--- config.mk ---
export PLATFORM = sky130hd
export DESIGN_NAME = barrett_precomp
export DESIGN_NICKNAME = d
export VERILOG_FILES = /design/src/rtl/barrett_precomp.sv
export SDC_FILE = /design/constraint.sdc
export NUM_CORES = 1
export LEC_CHECK = 0
export BUFFER_PORTS_ARGS = -buffer_cell sky130_fd_sc_hd__buf_2
export CAP_MARGIN = 20
export CORE_MARGIN = 4
export CORE_UTILIZATION = 25
export CTS_BUF_LIST = sky130_fd_sc_hd__clkbuf_16
export DETAILED_ROUTE_END_ITERATION = 8
export SYNTH_ARGS = -nofsm -noshare
export SYNTH_HDL_FRONTEND = slang
export SYNTH_SLANG_ARGS = --single-unit
--- constraint.sdc ---
create_clock -name clk_i -period 5.3 [get_ports clk_i]
set_input_delay 1.06 -clock clk_i [delete_from_list [all_inputs] [get_ports clk_i]]
set_output_delay 1.06 -clock clk_i [all_outputs]
set_load 0.02 [all_outputs]
--- src/rtl/barrett_precomp.sv ---
// Barrett precomputation: computes the bitlength k of modulus m and mu = floor(2^(2k)/m)
// with a one-bit-per-cycle restoring divider.
module barrett_precomp #(
  parameter int unsigned DATA_LENGTH = 64
) (
  input  logic                   clk_i,
  input  logic                   rst_ni,
  input  logic                   start_i,
  input  logic [DATA_LENGTH-1:0] m_i,
  output logic                   busy_o,
  output logic                   valid_o,
  output logic                   error_o,
  output logic [DATA_LENGTH-1:0] m_bl_o,
  output logic [DATA_LENGTH-1:0] mu_o
);

  localparam int unsigned KW = $clog2(DATA_LENGTH + 1);
  localparam int unsigned CW = KW + 1;

  typedef enum logic [1:0] {StIdle, StScan, StDivide, StDone} state_e;

  state_e                 state_q, state_d;
  logic [DATA_LENGTH-1:0] m_q, rem_q, quot_q, mu_q, m_bl_q;
  logic [KW-1:0]          k_q, k_scan;
  logic [CW-1:0]          cnt_q;
  logic                   err_q;

  logic                   m_bad;
  logic                   nbit;
  logic                   q_bit;
  logic [DATA_LENGTH:0]   rem_sh;
  logic [DATA_LENGTH-1:0] rem_lo, rem_nx, rem_d, quot_d;

  // Bitlength: index of the most-significant set bit plus one.
  always_comb begin
    k_scan = '0;
    for (int i = 0; i < DATA_LENGTH; i++) begin
      if (m_q[i]) k_scan = KW'(i + 1);
    end
  end

  assign m_bad = (m_q == '0) || (m_q[DATA_LENGTH-1:DATA_LENGTH-2] != 2'b00);

  // N = 2^(2k) has a single set bit, the first one fed in.
  assign nbit   = (cnt_q == {k_q, 1'b0});
  assign rem_sh = {rem_q, nbit};
  assign rem_lo = {rem_q[DATA_LENGTH-2:0], nbit};
  assign q_bit  = (rem_sh >= {1'b0, m_q});
  // The true difference is below m_q, so the low bits alone are exact.
  assign rem_nx = rem_lo - m_q;
  assign rem_d  = q_bit ? rem_nx : rem_lo;
  assign quot_d = (quot_q << 1) | {{(DATA_LENGTH-1){1'b0}}, q_bit};

  always_ff @(posedge clk_i or negedge rst_ni) begin
    if (!rst_ni) begin
      state_q <= StIdle;
    end else begin
      state_q <= state_d;
    end
  end

  always_comb begin
    state_d = state_q;
    case (state_q)
      StIdle:   if (start_i) state_d = StScan;
      StScan:   state_d = m_bad ? StDone : StDivide;
      StDivide: if (cnt_q == '0) state_d = StDone;
      StDone:   state_d = StIdle;
      default:  state_d = StIdle;
    endcase
  end

  always_ff @(posedge clk_i or negedge rst_ni) begin
    if (!rst_ni) begin
      m_q    <= '0;
      k_q    <= '0;
      cnt_q  <= '0;
      rem_q  <= '0;
      quot_q <= '0;
      mu_q   <= '0;
      m_bl_q <= '0;
      err_q  <= 1'b0;
    end else begin
      case (state_q)
        StIdle: begin
          if (start_i) m_q <= m_i;
        end
        StScan: begin
          k_q    <= k_scan;
          cnt_q  <= {k_scan, 1'b0};
          rem_q  <= '0;
          quot_q <= '0;
          if (m_bad) begin
            mu_q   <= '0;
            m_bl_q <= '0;
            err_q  <= 1'b1;
          end
        end
        StDivide: begin
          rem_q  <= rem_d;
          quot_q <= quot_d;
          cnt_q  <= cnt_q - 1'b1;
          if (cnt_q == '0) begin
            mu_q   <= quot_d;
            m_bl_q <= {{(DATA_LENGTH-KW){1'b0}}, k_q};
            err_q  <= 1'b0;
          end
        end
        default: ;
      endcase
    end
  end

  assign busy_o  = (state_q == StScan) || (state_q == StDivide);
  assign valid_o = (state_q == StDone);
  assign error_o = err_q;
  assign m_bl_o  = m_bl_q;
  assign mu_o    = mu_q;

endmodule

# Word level (Yosys, flattened, before mapping)
# Cells that the tools add are included.
[word_totals] mem_bits_ro=0 ff_bits=337 output_inout_bits=131 latchBits=0 mem_bits_rw=0 input_bits=67 wordCells=110 memories=0
[op_classes] n_reduce_logical=10 addsub=2 mul=0 bitwise=1 mux=80 shifts=0 order_cmp=1 eq_ne=7 n_div=0
[ops] operator="$mux 7" n=60
[ops] operator="$pmux 64 s2" n=3
[ops] operator="$mux 64" n=4
[ops] operator="$pmux 63 s2" n=1
[ops] operator="$ge 65x64->1" n=1
[ops] operator="$logic_not 64->1" n=1
[ops] operator="$or 64x1->64" n=1
[ops] operator="$sub 64x64->64" n=1
[ops] operator="$pmux 8 s2" n=1
[ops] operator="$eq 8x8->1" n=1
[ops] operator="$logic_not 8->1" n=1
[ops] operator="$mux 2" n=4
[ops] operator="$pmux 2 s4" n=1
[ops] operator="$sub 8x1->8 const B" n=1
[ops] operator="$ne 2x2->1 const B" n=3
[ops] operator="$eq 2x2->1 const B" n=2
[ops] operator="$mux 1" n=4
[ops] operator="$reduce_and 2->1" n=2
[ops] operator="$reduce_bool 2->1" n=2
[ops] operator="$mux 3" n=1
[ops] operator="$reduce_and 3->1" n=1
[ops] operator="$eq 2x1->1 const B" n=1
[ops] operator="$logic_not 2->1" n=1
[ops] operator="$logic_or 1x1->1" n=2
[ops] operator="$pmux 1 s2" n=1

# Depth between registers and ports, before layout
# Gate-level depths: netlist of the first run.
[logic_depth] depth_word=65 depth_mapped=18 depth_no_buf=16

# Least setup slack after synthesis of the first run
# No wires, ideal clock.
[synth_timing] path_type="register to register" from="register cnt_q[3]" to="register rem_q[58]" period_less_slack_ns=3.680 path_slack_ns=1.620 arrival_time_ns=3.594 t_required_ns=5.214 setup_ns=0.086 n_path_buf=1 stages_incl_launch_ff=18 path_cell_list="dfrtp_1 -> clkbuf_1 -> xor2_1 -> nor4_1 -> nand2_1 -> ha_1 -> fa_1 -> nand2b_1 -> a211oi_2 -> o311ai_4 -> a31oi_4 -> a31o_4 -> a21oi_2 -> o41ai_2 -> o41a_1 -> nand2_1 -> mux2_4 -> o221ai_2"
[synth_via] elab_chain_cells=4 word_cells_on_any_way=5 cone_classes="add/sub (1); order compare (1); eq/ne (1); mux (2)"
[synth_lines] element="start, declared" line="25" text="logic [CW-1:0] cnt_q;"
[synth_lines] element="start signal, assigned" line="90" text="cnt_q <= {k_scan, 1'b0};"
[synth_lines] element="start signal, assigned" line="102" text="cnt_q <= cnt_q - 1'b1;"
[synth_lines] element="$eq 8x8->1 (*)" line="45" text="assign nbit = (cnt_q == {k_q, 1'b0});"
[synth_lines] element="$sub 64x64->64 / $ge 65x64->1 (equally long branches)" line="50, 48"
[synth_lines] element="$mux 64 (*)" line="51" text="assign rem_d = q_bit ? rem_nx : rem_lo;"
[synth_lines] element="$pmux 64 s2 (*)" line="84" text="case (state_q)"
[synth_lines] element="end signal, assigned" line="100" text="rem_q <= rem_d;"
[synth_lines] element="end, declared" line="23" text="logic [DATA_LENGTH-1:0] m_q, rem_q, quot_q, mu_q, m_bl_q;"
# Every way passes the cells marked *; elsewhere a longest branch is shown, timed or not.
# A chain may end at the register's enable or synchronous reset.

# Worst setup path after layout of the first run
[layout_timing] from="register cnt_q[2]" to="register rem_q[58]"
# The elaborated chain is that of the path after synthesis.

==> results of run 1 <==
==> power by group <==
group          total (mW)  switching (mW)  internal (mW)
registers            2.92           0.401           2.52
logic                4.16            2.83           1.33
clock network        2.38           0.935           1.45
==> Yosys cell counts, types with 6 or more instances <==
library cell                count  share of area (%)
sky130_fd_sc_hd__nand4_1       21               0.80
sky130_fd_sc_hd__a2111oi_0      6               0.32
sky130_fd_sc_hd__o211ai_1       9               0.41
sky130_fd_sc_hd__xnor2_1       27                1.4
sky130_fd_sc_hd__o22ai_1        7               0.27
sky130_fd_sc_hd__xor2_1        36                1.9
sky130_fd_sc_hd__ha_1          71                5.4
sky130_fd_sc_hd__mux2i_1       33                2.0
sky130_fd_sc_hd__a21o_1        33                1.5
sky130_fd_sc_hd__a31oi_1       11               0.42
sky130_fd_sc_hd__nor2_1        89                2.0
sky130_fd_sc_hd__a22o_1        19                1.0
sky130_fd_sc_hd__mux2_2        70                4.8
sky130_fd_sc_hd__nor3_1        17               0.52
sky130_fd_sc_hd__o21a_1        10               0.46
sky130_fd_sc_hd__buf_2          7               0.21
sky130_fd_sc_hd__o2bb2ai_1     28                1.5
sky130_fd_sc_hd__nand2b_1      11               0.42
sky130_fd_sc_hd__dfrtp_1      280                 43
sky130_fd_sc_hd__nand3_1       32               0.98
sky130_fd_sc_hd__nand2_1      281                6.4
sky130_fd_sc_hd__nor2b_1        8               0.31
sky130_fd_sc_hd__o21bai_1      12               0.55
sky130_fd_sc_hd__and3_1         8               0.31
sky130_fd_sc_hd__a21oi_1      113                3.5
sky130_fd_sc_hd__inv_1        102                2.3
sky130_fd_sc_hd__o31ai_1       16               0.73
sky130_fd_sc_hd__buf_4         61                2.8
sky130_fd_sc_hd__clkbuf_1      66                1.5
sky130_fd_sc_hd__o21ai_0      194                5.9
sky130_fd_sc_hd__nor4_1        14               0.53
==> registers in the layout, indices dropped and copies added, names as in the netlist <==
signal,cells
state_q,2
cnt_q,8
m_bl_o,7
rem_q,64
k_q,7
error_o,1
quot_q,63
mu_o,64
m_q,64
==> final cells by class <==
| class | instances | area (µm²) |
|---|---|---|
| inverter | 102 | 385 |
| clock inverter | 22 | 205 |
| clock buffer | 37 | 926 |
| tap | 855 | 1070 |
| fill | 6844 | 45800 |
| multi-input combinational | 1329 | 8440 |
| sequential | 280 | 7010 |
| timing repair buffer | 155 | 845 |
==> stage by stage <==
| step | cell area (µm²) | cells |
|---|---|---|
| 3_3_place_gp | 17700 | 2720 |
| 5_1_grt | 18900 | 2780 |
| 6_report | 18900 | 2780 |
| 3_5_place_dp | 17700 | 2720 |
| 2_1_floorplan | 16600 | 1853 |
| 4_1_cts | 18900 | 2779 |
==> worst max-delay path, stage by stage (launching register included) <==
cell,delay [ns]
sky130_fd_sc_hd__dfrtp_1,0.44
sky130_fd_sc_hd__xor2_1,0.17
sky130_fd_sc_hd__nor4_1,0.28
sky130_fd_sc_hd__nand2_1,0.14
sky130_fd_sc_hd__ha_1,0.24
sky130_fd_sc_hd__fa_1,0.41
sky130_fd_sc_hd__nand2b_1,0.19
sky130_fd_sc_hd__a211oi_2,0.31
sky130_fd_sc_hd__o311ai_4,0.16
sky130_fd_sc_hd__a31oi_4,0.28
sky130_fd_sc_hd__a31o_4,0.22
sky130_fd_sc_hd__a21oi_2,0.09
sky130_fd_sc_hd__o41ai_2,0.37
sky130_fd_sc_hd__o41a_1,0.25
sky130_fd_sc_hd__nand2_1,0.10
sky130_fd_sc_hd__mux2_4,0.32
sky130_fd_sc_hd__o221ai_2,0.15
==> routing by layer <==
metal / routed length [µm] / share of wire [%] / global-route usage (%)
met1: 20200 / 44 / 16.1
met2: 21900 / 48 / 21.6
met3: 2490 / 5.5 / 3.00
met4: 977 / 2.1 / 3.23
met5: 37 / 0.081 / 0
==> kinds of logic after synthesis <==
group | count (synthesis)
AOI/OAI and AO/OA | 528
and+or+nand+nor | 505
DFF | 280
buffers and inverters | 244
muxes | 104
adders and majority gates | 72
xor gates and xnor gates | 63
other | 1
==> final timing paths <==
path / from / to / slack, ns
setup / recovery: cnt_q[2]$_DFFE_PN0P_ / rem_q[58]$_DFFE_PN0P_ / 1.09
hold / removal: mu_o[58]$_DFFE_PN0P_ / mu_o[58]$_DFFE_PN0P_ / 0.47
setup reg to reg: cnt_q[2]$_DFFE_PN0P_ / rem_q[58]$_DFFE_PN0P_ / 1.09
hold reg to reg: mu_o[58]$_DFFE_PN0P_ / mu_o[58]$_DFFE_PN0P_ / 0.47
max in group asynchronous: rst_ni / rem_q[26]$_DFFE_PN0P_ / 3.66
min in group asynchronous: rst_ni / quot_q[36]$_DFFE_PN0P_ / 0.55
==> run summary, run 1 <==
Wire per inst = 16.4 µm
Highest achievable clock rate = 237 MHz
1st-iter DRT viols = 911
Async SR Flop Fraction = 100%
Area delta synth->final = 15.2%
Fin Clk Skew = 0.0101 ns
Via count of the routed design = 13300
Max_slew headroom = 35.7%
Drt pass-1 iters = 5
Core footprint = 64700 µm²
Number of sinks handled by clock tree synthesis = 280
Number of antenna violations at the first check in global routing = 6
Layout net count = 2041
Main flop type after synthesis = sky130_fd_sc_hd__dfrtp_1
CTS Root Cell = sky130_fd_sc_hd__clkbuf_16
Ant. Diodes = 0
Data required time of the worst path = 5.74 ns
Final Setup Violations = 0
Setup slack of the critical path after layout = 1.09 ns
Crit. End Element = register
Post-CTS Setup Bufs = 0
Aggregate negative setup slack = 0 ns
Mapped Cells = 1797
Total routing usage reported by global routing = 12.6%
Transition time at the pin with the least slew margin = 0.964 ns
Number of synthesized flops with an enable pin = 0
Worst Path Max Fanout = 7
Mux contribution to synthesized area = 6.92%
Power Dens Cells = 501 nW/µm²
Share of the yosys chip area belonging to registers = 42.7%
Post-route clock period utilization = 79.5%
Hold slack final = 0.471 ns
Status = complete, no violations
Area enclosed by the die boundary = 69700 µm²
Seq cells post-synth = 280
Resized Gates After CTS = 0
Number of global-route vias before repair = 13200
Global-route wire length before repair = 72600 µm
Max rail drop VDD = 0.000337 V
Critical Setup Path Class = reg -> reg
Setup repair after global routing missed its margin = no
Adder-Cell Fraction of Synth Area = 5.54%
Sum of routed wire length over all layers = 45600 µm
Residual DRC count = 0
Aggregate global routing overflow = 0
Count of input and output buffers = 140
Fin crit period = 4.21 ns
Insertion delay of the later-clocked pin in the worst-skew pair = 0.54 ns
Yosys warns = 0
Xor-xnor portion of the synthesized cell area = 3.37%
Clock Pin Slew Worst Setup and Hold Paths = 0.06 ns
Post-CTS Hold Buffers = 0
CTS tree = yes
Count of different cell masters after synthesis = 83
Maximum number of pins on one net before global-route repair = 144
P_leak = 8.67 nW
Area fraction in compound gates after synthesis = 20.8%
Avg Synthesized Cell Area = 9.12 µm²
Number of max-slew violations in the final report = 0
Num rows = 93
Number of maximum-capacitance violations = 0
Arrival time of the worst setup path = 4.65 ns
Commonest non-fill, non-tap cells in the layout = sky130_fd_sc_hd__nand2_1, sky130_fd_sc_hd__dfrtp_1, sky130_fd_sc_hd__o21ai_0, sky130_fd_sc_hd__buf_2, sky130_fd_sc_hd__a21oi_1
Synth Area in Simple Gates = 13.4%
Post-route total power = 9.46 mW
CTS Buf Count = 34
Worst setup slack after placement = 1.08 ns
Half-perimeter wire length after placement = 33500 µm
Depth of the most critical reg-to-reg path = 16
Main combinational cell family by area after synthesis = compound AO/OA/AOI/OAI gates
Number of antenna-violating nets in the routed design = 0
Height of the die = 264 µm
Initial Util = 25.3%
Share of post-route cells with drive strength above 1 = 16.1%
Total count of hold-check failures in the final report = 0
Routability congestion estimate = 0.921
# IOs = 198
Total standard cell area after synthesis = 16400 µm²
Worst min path class = reg -> reg
Share of the core filled with cells in the final layout = 29.2%
Bufs on Longest Clock Path = 3
Chip width = 264 µm
Kind of launch point of the worst setup path = register
Hold-critical path depth = 2
Number of H-tree branching levels = 2
Vias per std cell = 4.79
No activity file was read; power rests on OpenSTA's default activity.
==> run 2, diff against run 1 <==
- ABC_AREA: not set -> 1
- clock period: 5.3 -> 3.4 ns (I/O delays scaled with it)
==> run 2 against run 1 <==
Against the previous run:
- the flow now finishes with violations (negative setup slack)
- combinational power grew 64%
- maximum frequency shrank 18%
- critical endpoint is now rem_q[60]$_DFFE_PN0P_
- highest routed layer is now met4
- global-route usage grew 0.45 points
==> run summary, run 2 <==
Status = finished, violations left
Failing checks = negative setup slack
Total standard cell area after synthesis = 16300 µm²
Most frequent cells after synthesis = sky130_fd_sc_hd__nand2_1, sky130_fd_sc_hd__dfrtp_1, sky130_fd_sc_hd__inv_1
Bufs on Longest Clock Path = 3
Drt pass-1 iters = 5
Main flop type after synthesis = sky130_fd_sc_hd__dfrtp_1
Layout net count = 2464
Core footprint = 64500 µm²
Async SR Flop Fraction = 100%
Number of sinks handled by clock tree synthesis = 280
Cell type with the largest total area after synthesis = sky130_fd_sc_hd__dfrtp_1
# IOs = 198
Share of post-route cells with drive strength above 1 = 27.7%
Vias per std cell = 4.46
Area enclosed by the die boundary = 69200 µm²
Power Dens Cells = 678 nW/µm²
Chip width = 263 µm
Top cells by area in the synthesized netlist = sky130_fd_sc_hd__dfrtp_1, sky130_fd_sc_hd__nand2_1, sky130_fd_sc_hd__ha_1
Total routing usage reported by global routing = 13.1%
Cell with the most instances after synthesis = sky130_fd_sc_hd__nand2_1
Number of antenna violations at the first check in global routing = 0
Cell occurring most often along the worst timing path = sky130_fd_sc_hd__nand2_2
CTS tree = yes
Maximum number of pins on one net before global-route repair = 98
Yosys warns = 0
Reg-to-reg critical path startpoint = k_q[4]$_DFFE_PN0P_
Area delta synth->final = 31.4%
Number of global-route vias before repair = 14000
Aggregate global routing overflow = 0
Wire per inst = 14.8 µm
Endpoint of the most critical setup path = rem_q[60]$_DFFE_PN0P_
Final Setup Violations = 68
Clock Pin Slew Worst Setup and Hold Paths = 0.06 ns
Global-route wire length before repair = 74800 µm
Number of maximum-capacitance violations = 0
Number of H-tree branching levels = 2
Crit. End Element = register
CTS Root Cell = sky130_fd_sc_hd__clkbuf_16
Transition time at the pin with the least slew margin = 1.17 ns
Ant. Diodes = 0
P_leak = 10.4 nW
Post-route total power = 14.5 mW
Num rows = 93
Seq cells post-synth = 280
Critical Setup Path Class = reg -> reg
Worst Path Max Fanout = 4
Count of different cell masters after synthesis = 64
Kind of launch point of the worst setup path = register
Slowest cell delay on critical path = 0.41 ns
Residual DRC count = 0
Fin crit period = 5.13 ns
Height of the die = 263 µm
Critical Path Source = k_q[4]$_DFFE_PN0P_
Worst min path class = in -> async
Slowest stage cell, crit path = sky130_fd_sc_hd__dfrtp_1
Fin Clk Skew = 0.0230 ns
Commonest non-fill, non-tap cells in the layout = sky130_fd_sc_hd__nand2_1, sky130_fd_sc_hd__dfrtp_1, sky130_fd_sc_hd__buf_4, sky130_fd_sc_hd__inv_1, sky130_fd_sc_hd__a21oi_1
Max rail drop VDD = 0.000485 V
Setup repair after global routing missed its margin = yes
Routability congestion estimate = 0.883
Initial Util = 25.2%
Setup slack of the critical path after layout = -1.73 ns
Avg Synthesized Cell Area = 8.37 µm²
Endpoint of the lowest-slack register-to-register path = rem_q[60]$_DFFE_PN0P_
Internal reg-to-reg setup slack = -1.73 ns
Hold slack final = 0.0593 ns
Number of max-slew violations in the final report = 0
Via count of the routed design = 14300
Commonest non-fill, non-tap cell in the layout = sky130_fd_sc_hd__nand2_1
Post-route clock period utilization = 151%
Insertion delay of the later-clocked pin in the worst-skew pair = 0.55 ns
Half-perimeter wire length after placement = 32700 µm
Worst setup slack after placement = -1.69 ns
Max_slew headroom = 22.1%
Total count of hold-check failures in the final report = 0
Arrival time of the worst setup path = 5.55 ns
Sum of routed wire length over all layers = 47300 µm
CTS Buf Count = 36
Depth of the most critical reg-to-reg path = 39
Number of synthesized flops with an enable pin = 0
Number of antenna-violating nets in the routed design = 0
Post-CTS Hold Buffers = 0
Share of the yosys chip area belonging to registers = 43.1%
Data required time of the worst path = 3.81 ns
Count of input and output buffers = 140
Mapped Cells = 1943
Area share of the largest cell type after synthesis = 43.1%
Highest achievable clock rate = 195 MHz
1st-iter DRT viols = 951
-- run 2: changes by cell type in the layout (fill, tap and decap cells not counted), sizes merged, moves of 33 or more --
cell | previous run | this run
nand3 | 33 | 85
inv | 106 | 207
mux2i | 33 | 0
a21oi | 115 | 194
o31ai | 16 | 66
mux2 | 71 | 1
buf | 154 | 427
nor2 | 90 | 144
nand2 | 282 | 412
-- run 2: routing by layer --
layer  up-vias  GRT usage, %  part of all wire (%)
met5         -             0                     0
met4         0          4.22                   3.0
met3        74          2.42                   5.2
met2       325          21.1                    46
met1      6745          17.8                    46
li1       7155             -                     -
-- run 2: worst min-delay path by stage --
| stage | startpoint | slack [ns] | cells past startpoint | endpoint |
|---|---|---|---|---|
| 4_1_cts | rst_ni | 0.07 | 1 | mu_o[18]$_DFFE_PN0P_ |
| 5_1_grt | rst_ni | 0.09 | 1 | mu_o[18]$_DFFE_PN0P_ |
| 2_1_floorplan | rst_ni | 0.38 | 0 | cnt_q[0]$_DFFE_PN0P_ |
| 6_report | rst_ni | 0.06 | 1 | mu_o[18]$_DFFE_PN0P_ |
| 3_3_place_gp | mu_o[61]$_DFFE_PN0P_ | 0.46 | 2 | mu_o[61]$_DFFE_PN0P_ |
| 3_5_place_dp | mu_o[21]$_DFFE_PN0P_ | 0.46 | 2 | mu_o[21]$_DFFE_PN0P_ |
-- run 2: logic make-up (layout without fill, tap and decap cells) --
group	after synthesis	count (layout)	share of synthesized area, %
AND/OR/NAND/NOR	673	674	17.4
buffers and inverters	342	692	10.4
XOR/XNOR	65	65	3.50
multiplexers	1	1	0.0693
adder cells (fa/ha/maj)	72	72	5.59
flip-flops	280	280	43.1
AO/OA/AOI/OAI	509	509	19.9
other	1	57	0.0231
-- run 2: report_power, final --
part / switching, mW / leakage, nW / internal [mW]
Sequential: 0.331 / 3.68 / 3.83
Combinational: 4.51 / 6.20 / 2.30
Clock: 1.55 / 0.545 / 1.94
Total: 6.40 / 10.4 / 8.08
-- run 2: area by class of cell --
| class | count | area, µm² |
|---|---|---|
| Clock inverter | 27 | 163 |
| Tap cell | 855 | 1070 |
| Clock buffer | 36 | 901 |
| Inverter | 199 | 759 |
| Timing Repair inverter | 1 | 16.3 |
| Timing Repair Buffer | 429 | 3340 |
| Sequential cell | 280 | 7010 |
| Multi-Input combinational cell | 1378 | 8110 |
| Fill cell | 6812 | 43100 |
-- run 2: what timing repair did --
action | CTS | global route
resized for setup | 60 | 63
gates cloned | 8 | 1
pin swaps | 11 | 55
buffers inserted | 53 | 20
endpoints found under the setup margin | 69 | 74
-- run 2: worst max-delay path: cells and delay by family, from the launching register on --
family | cells | cell delay [ns]
adder cells (fa/ha/maj) | 2 | 0.63
buffers and inverters | 3 | 0.35
flip-flops | 1 | 0.41
AO/OA/AOI/OAI | 17 | 2.18
XOR/XNOR | 1 | 0.10
AND/OR/NAND/NOR | 16 | 1.30
-- run 2: stage by stage --
step	instance area, µm²	instances	setup TNS, ns	utilization (%)
detailed placement	19100	3061	-99.32	29.6
global route	21400	3205	-126.80	33.1
CTS	21000	3184	-101.24	32.5
finish	21400	3205	-101.52	33.1
floorplan	16500	1999	-75.34	-
global placement	19100	3061	-95.51	29.6
